[src/rtl/lsu_mem_ctrl.sv]
// Pipelined load/store unit sitting between EX and WB.
// Registers the writeback fields. Memory instructions are issued on a
// req/gnt/rvalid data port with byte enables and lane-replicated store data.
// Load data is sign- or zero-extended. The LSU stalls EX while a memory
// transaction is outstanding.
// Ports:
//   clk, rst_n                 clock and synchronous active-low reset
//   lsu_valid/lsu_ready        EX handshake; ready is high only in IDLE
//   lsu_is_load/is_store       memory op kind; funct3 selects size and sign
//   lsu_addr, lsu_store_data   effective address and rs2
//   lsu_reg_wdata, wr_reg_*    non-memory result and writeback target
//   lsu_pc, lsu_inst           carried through to WB
//   mem_*                      data-memory request/response port
//   lsu_*_o                    WB fields; lsu_valid_o is a 1-cycle pulse
//   lsu_exc_o                  00 none, 01 misaligned, 10 bus timeout,
//                              11 illegal funct3
module lsu_mem_ctrl #(
   parameter int unsigned ADDR_W      = 32,
   parameter int unsigned TIMEOUT_CYC = 255
) (
   input  logic              clk,
   input  logic              rst_n,
   input  logic              lsu_valid,
   output logic              lsu_ready,
   input  logic              lsu_is_load,
   input  logic              lsu_is_store,
   input  logic [2:0]        lsu_funct3,
   input  logic [31:0]       lsu_addr,
   input  logic [31:0]       lsu_store_data,
   input  logic [31:0]       lsu_reg_wdata,
   input  logic              lsu_wr_reg_en,
   input  logic [4:0]        lsu_wr_reg_addr,
   input  logic [31:0]       lsu_pc,
   input  logic [31:0]       lsu_inst,
   output logic              mem_req,
   output logic              mem_we,
   output logic [ADDR_W-1:0] mem_addr,
   output logic [3:0]        mem_be,
   output logic [31:0]       mem_wdata,
   input  logic              mem_gnt,
   input  logic              mem_rvalid,
   input  logic [31:0]       mem_rdata,
   output logic              lsu_valid_o,
   output logic [31:0]       lsu_reg_wdata_o,
   output logic              lsu_wr_reg_en_o,
   output logic [4:0]        lsu_wr_reg_addr_o,
   output logic [31:0]       lsu_pc_o,
   output logic [31:0]       lsu_inst_o,
   output logic [1:0]        lsu_exc_o
);

   localparam int unsigned      CNT_W  = (TIMEOUT_CYC < 2) ? 1 : $clog2(TIMEOUT_CYC + 1);
   localparam logic [CNT_W-1:0] TO_VAL = CNT_W'(TIMEOUT_CYC);

   typedef enum logic [1:0] {S_IDLE, S_REQ, S_WAIT, S_RESP} state_t;

   state_t             state_q, state_d;
   logic               req_q, req_d, we_q, we_d;
   logic [ADDR_W-1:0]  addr_q, addr_d;
   logic [3:0]         be_q, be_d;
   logic [31:0]        wdata_q, wdata_d;
   logic [CNT_W-1:0]   cnt_q, cnt_d;
   logic               vld_q, vld_d;
   logic [1:0]         exc_q, exc_d;
   logic [31:0]        rwd_q, rwd_d, pc_q, pc_d, inst_q, inst_d;
   logic               wen_q, wen_d, wen_pend_q, wen_pend_d;
   logic [4:0]         rd_q, rd_d;
   logic [2:0]         f3_q, f3_d;
   logic [1:0]         off_q, off_d;

   logic               f3_bad, misal, timeout_hit;
   logic [CNT_W-1:0]   cnt_inc;
   logic [3:0]         be_new;
   logic [31:0]        wdata_new, ld_ext;
   logic [7:0]         byte_sel;
   logic [15:0]        half_sel;

   // Request-side decode of the instruction presented in IDLE.
   always_comb begin
      if (lsu_is_store) f3_bad = lsu_funct3[2] || (lsu_funct3[1:0] == 2'b11);
      else              f3_bad = (lsu_funct3 == 3'b011) || (lsu_funct3[2:1] == 2'b11);
      misal = ((lsu_funct3[1:0] == 2'b01) && lsu_addr[0]) ||
              ((lsu_funct3[1:0] == 2'b10) && (lsu_addr[1:0] != 2'b00));
      case (lsu_funct3[1:0])
         2'b00: begin
            be_new    = 4'b0001 << lsu_addr[1:0];
            wdata_new = {4{lsu_store_data[7:0]}};
         end
         2'b01: begin
            be_new    = 4'b0011 << lsu_addr[1:0];
            wdata_new = {2{lsu_store_data[15:0]}};
         end
         default: begin
            be_new    = 4'b1111;
            wdata_new = lsu_store_data;
         end
      endcase
   end

   // Response-side lane select and extension, driven by the captured access.
   always_comb begin
      byte_sel = mem_rdata[{off_q, 3'b000} +: 8];
      half_sel = off_q[1] ? mem_rdata[31:16] : mem_rdata[15:0];
      case (f3_q)
         3'b000:  ld_ext = {{24{byte_sel[7]}}, byte_sel};
         3'b001:  ld_ext = {{16{half_sel[15]}}, half_sel};
         3'b100:  ld_ext = {24'h0, byte_sel};
         3'b101:  ld_ext = {16'h0, half_sel};
         default: ld_ext = mem_rdata;
      endcase
   end

   // Saturating counter; >= keeps the abort reachable if gnt lands on the
   // same cycle the limit is hit and the count moves past TO_VAL in WAIT.
   assign cnt_inc     = (cnt_q == '1) ? cnt_q : cnt_q + CNT_W'(1);
   assign timeout_hit = (TIMEOUT_CYC != 0) && (cnt_inc >= TO_VAL);

   always_comb begin
      state_d    = state_q;
      req_d      = req_q;
      we_d       = we_q;
      addr_d     = addr_q;
      be_d       = be_q;
      wdata_d    = wdata_q;
      cnt_d      = cnt_q;
      vld_d      = 1'b0;
      exc_d      = 2'b00;
      rwd_d      = rwd_q;
      pc_d       = pc_q;
      inst_d     = inst_q;
      wen_d      = wen_q;
      wen_pend_d = wen_pend_q;
      rd_d       = rd_q;
      f3_d       = f3_q;
      off_d      = off_q;
      case (state_q)
         S_IDLE: begin
            if (lsu_valid) begin
               pc_d   = lsu_pc;
               inst_d = lsu_inst;
               rd_d   = lsu_wr_reg_addr;
               if (!lsu_is_load && !lsu_is_store) begin
                  vld_d = 1'b1;
                  rwd_d = lsu_reg_wdata;
                  wen_d = lsu_wr_reg_en;
               end else if (f3_bad || misal) begin
                  vld_d = 1'b1;
                  exc_d = f3_bad ? 2'b11 : 2'b01;
                  rwd_d = '0;
                  wen_d = 1'b0;
               end else begin
                  state_d    = S_REQ;
                  req_d      = 1'b1;
                  we_d       = lsu_is_store;
                  addr_d     = {lsu_addr[ADDR_W-1:2], 2'b00};
                  be_d       = be_new;
                  wdata_d    = wdata_new;
                  cnt_d      = '0;
                  wen_pend_d = lsu_is_load && lsu_wr_reg_en;
                  f3_d       = lsu_funct3;
                  off_d      = lsu_addr[1:0];
               end
            end
         end
         S_REQ: begin
            cnt_d = cnt_inc;
            if (mem_gnt) begin
               req_d   = 1'b0;
               state_d = S_WAIT;
            end else if (timeout_hit) begin
               req_d   = 1'b0;
               state_d = S_RESP;
               vld_d   = 1'b1;
               exc_d   = 2'b10;
               rwd_d   = '0;
               wen_d   = 1'b0;
            end
         end
         S_WAIT: begin
            cnt_d = cnt_inc;
            if (mem_rvalid) begin
               state_d = S_RESP;
               vld_d   = 1'b1;
               rwd_d   = we_q ? '0 : ld_ext;
               wen_d   = wen_pend_q;
            end else if (timeout_hit) begin
               state_d = S_RESP;
               vld_d   = 1'b1;
               exc_d   = 2'b10;
               rwd_d   = '0;
               wen_d   = 1'b0;
            end
         end
         default: state_d = S_IDLE;
      endcase
   end

   always_ff @(posedge clk) begin
      if (!rst_n) begin
         state_q    <= S_IDLE;
         req_q      <= 1'b0;
         we_q       <= 1'b0;
         addr_q     <= '0;
         be_q       <= '0;
         wdata_q    <= '0;
         cnt_q      <= '0;
         vld_q      <= 1'b0;
         exc_q      <= 2'b00;
         rwd_q      <= '0;
         pc_q       <= '0;
         inst_q     <= '0;
         wen_q      <= 1'b0;
         wen_pend_q <= 1'b0;
         rd_q       <= '0;
         f3_q       <= '0;
         off_q      <= '0;
      end else begin
         state_q    <= state_d;
         req_q      <= req_d;
         we_q       <= we_d;
         addr_q     <= addr_d;
         be_q       <= be_d;
         wdata_q    <= wdata_d;
         cnt_q      <= cnt_d;
         vld_q      <= vld_d;
         exc_q      <= exc_d;
         rwd_q      <= rwd_d;
         pc_q       <= pc_d;
         inst_q     <= inst_d;
         wen_q      <= wen_d;
         wen_pend_q <= wen_pend_d;
         rd_q       <= rd_d;
         f3_q       <= f3_d;
         off_q      <= off_d;
      end
   end

   assign lsu_ready         = (state_q == S_IDLE);
   assign mem_req           = req_q;
   assign mem_we            = we_q;
   assign mem_addr          = addr_q;
   assign mem_be            = be_q;
   assign mem_wdata         = wdata_q;
   assign lsu_valid_o       = vld_q;
   assign lsu_exc_o         = exc_q;
   assign lsu_reg_wdata_o   = rwd_q;
   assign lsu_wr_reg_en_o   = wen_q;
   assign lsu_wr_reg_addr_o = rd_q;
   assign lsu_pc_o          = pc_q;
   assign lsu_inst_o        = inst_q;

endmodule

[config.mk]
export PLATFORM = sky130hd
export DESIGN_NAME = lsu_mem_ctrl
export DESIGN_NICKNAME = d
export VERILOG_FILES = /design/src/rtl/lsu_mem_ctrl.sv
export SDC_FILE = /design/constraint.sdc
export NUM_CORES = 1
export LEC_CHECK = 0
export CAP_MARGIN = 20
export CORE_AREA = 2 2 176 178
export CTS_CLUSTER_SIZE = 8
export DETAILED_ROUTE_END_ITERATION = 8
export DIE_AREA = 0 0 178 180
export PLACE_DENSITY = 0.64
export SKIP_LAST_GASP = 1
export SLEW_MARGIN = 20
export SYNTH_ARGS = -nofsm -noshare
export SYNTH_HDL_FRONTEND = slang
export SYNTH_SLANG_ARGS = --single-unit
[constraint.sdc]
create_clock -name clk -period 2.75 [get_ports clk]
set_clock_uncertainty 0.2 [all_clocks]
set_input_delay 0.4125 -clock clk [delete_from_list [all_inputs] [get_ports clk]]
set_output_delay 0.4125 -clock clk [all_outputs]
set_load 0.01 [all_outputs]
==> impl_metrics.tcl <==
set metrics [dict create \
    status "complete, no violations" \
    cpPeakStageDelay_ns 0.49 \
    ys_seq_area_frac 0.4247 \
    fin_ws_ns 0.2478 \
    ir_drop_mv 0.3587 \
    postCtsSetupBuffers 0 \
    row_count 64 \
    crit_required_ns 2.14 \
    yosysMostFrequentCell "nand2_1" \
    grt.total_usage 0.2090 \
    p_total_uw 9009 \
    tritoncts "built" \
    finalNetCount 1747 \
    drc 0 \
    synth_seq_cells 189 \
    numCtsBuffers 17 \
    die_area_um2 32040 \
    die_y_um 180 \
    setup_viol 0 \
    worstSetupPathType "reg -> out" \
    p_leak_uw 0.004823 \
    cp.arrival_ns 1.89 \
    fin_tns_setup_ns 0 \
    core_area_um2 30190 \
    ios 384 \
    pre_cts_slack_ns 0.1009 \
    fin_crit_sh 0.9099 \
    crit_chain "inv_1, ha_1, buf_4, clkdlybuf4s50_1" \
    clock-root-buffer "clkbuf_16" \
    mappedNetlistArea_um2 8909 \
    synth.distinct_cells 72 \
    crit_path_start_kind "flop" \
    place.gp.congestion 0.9034 \
    rsz0062_at_grt "no" \
    clock_latency_ns 0.44 \
    finalCriticalPeriod_ns 2.502 \
    synth.area.top_cells "dfxtp_1, nand2_1, a21oi_1, o21ai_0, mux2i_1" \
    ys.flop_type "dfxtp_1" \
    synth_edf_count 0 \
    grt_pass1_vias 9595 \
    global_route.overflow_total 0 \
    hold_viol 0 \
    synthCells 1173 \
    clock_path_buffers 2 \
    dp_cells 1909 \
    cts_resized 0 \
    antenna_found_initial 2 \
    via_count 9878 \
    fp.dieW_um 178 \
    ys_top_cells_by_count "nand2_1, dfxtp_1, a21oi_1" \
    avgSynthCellArea_um2 7.595 \
    port_buffers 381 \
    grt_max_degree 96 \
    ant_nets 0 \
    slew-limit-headroom 0.6107 \
    cap_viol_max_count 0 \
    async_flop_share 0 \
    yosys_warnings 0 \
    htree_levels 4 \
    viasPerCell 5.084 \
    report.final.slew_viol_count 0 \
    crit_path_max_fanout 7 \
    powerDensity_nw_per_um2 648.5 \
    grt_pass1_wl_um 53120 \
    synth_top_cell_by_area "dfxtp_1" \
    clkTransAtPathRegs_ns 0.07 \
    dpl.hpwl_um 24740 \
    final_cells 1943 \
    dr.pass1.iters 5 \
    clock.fmax_ghz 0.3996 \
    drtIter0Drc 736 \
    wl_per_cell_um 17.72 \
    hold_path_class "reg -> reg" \
    netlist.area_leader.share 0.4247 \
    crit_slowest_cell "clkdlybuf4s50_1" \
    start_util 0.2951 \
    syn_to_final_growth_pct 55.95 \
    cts_sinks 189 \
    wirelength_um 34430 \
    worst_slew_pin_slew_ns 0.5840 \
    drive_above_1_share 0.07120 \
    cts-hold-fix-buffers 0 \
    worstSetupEndpointType "output pin" \
]
## final cells by class
cell class	count	area, µm²
Antenna cell	2	5.005
Clock buffer	18	429.2
Clock inverter	14	148.9
Fill cell	3000	16300
Inverter	8	32.53
Multi-Input combinational cell	885	4677
Sequential cell	189	3784
Tap cell	396	495.5
Timing Repair Buffer	431	4322
## kinds of logic after synthesis
group,after synthesis,synth area share
xor+xnor,2,0.001967
simple gates,477,0.2282
buf+inv,100,0.05196
flops,189,0.4247
other cells,1,0.0004209
compound gates,368,0.2485
mux,29,0.03441
fa+ha+maj,7,0.009831
## sequential cells by signal, summed over array words and instances (netlist names)
register	flops
lsu_inst_o	32
lsu_pc_o	32
lsu_reg_wdata_o	32
mem_wdata	32
mem_addr	30
cnt_q	8
lsu_wr_reg_addr_o	5
mem_be	4
f3_q	3
lsu_exc_o	2
off_q	2
state_q	2
lsu_valid_o	1
lsu_wr_reg_en_o	1
mem_req	1
mem_we	1
wen_pend_q	1
## worst max-delay path, delay by kind of cell, from the launching register on
family                     cells  cell delay (ns)
buffers and inverters          3             0.79
adders and majority gates      1             0.23
DFF                            1             0.44
## power by group
group	total (µW)	internal (µW)	switching, µW
registers	3280	3070	210
logic	3200	1480	1720
clock network	2530	1290	1240
## metrics by stage
stage / utilization / hold slack [ns] / area, µm²
after global routing: 0.4600 / 0.2710 / 13890
after detailed placement: 0.4409 / 0.2466 / 13310
after global placement: 0.4409 / 0.2403 / 13310
final: 0.4602 / 0.2538 / 13890
after floorplan: - / 0.2455 / 8912
after CTS: 0.4600 / 0.2564 / 13890
## layer usage
metal	GRT usage	routed length, µm
met5	0	0
met4	0.06230	697
met3	0.07234	3146
met2	0.3450	16170
met1	0.2550	14410
## path summary, 6_finish.rpt
path | start | to | cells past startpoint | slack [ns]
max | state_q[0]$_SDFFE_PN0P_ | lsu_ready | 4 | 0.25
min reg2reg | lsu_pc_o[31]$_SDFFE_PN0P_ | lsu_pc_o[31]$_SDFFE_PN0P_ | 2 | 0.25
min | lsu_pc_o[31]$_SDFFE_PN0P_ | lsu_pc_o[31]$_SDFFE_PN0P_ | 2 | 0.25
max reg2reg | state_q[0]$_SDFFE_PN0P_ | lsu_reg_wdata_o[26]$_SDFFE_PN0P_ | 8 | 0.34
## placed cells by master, fill, tap and decap left out, types with 4 or more instances in the layout
cell type        count
inv_1                7
a211oi_1            14
mux2i_1             25
o21ai_0             62
inv_8                4
clkdlybuf4s50_1    380
a311oi_1            10
nand3b_1             5
nor2b_1              9
nand3_1              8
o22ai_1             13
dfxtp_1            189
nand2b_1             8
a221oi_1             4
and2_1               5
nor3_1               9
nand2_1            341
nand4_1              7
buf_12              11
or3_1                9
clkbuf_16           17
buf_4               39
o211ai_1            18
a31oi_1             27
a32oi_1              5
a21oi_1            175
o221ai_1            17
and3_1               7
ha_1                 7
inv_6                4
nor2_1              48
(Power assumes the default switching activity.)
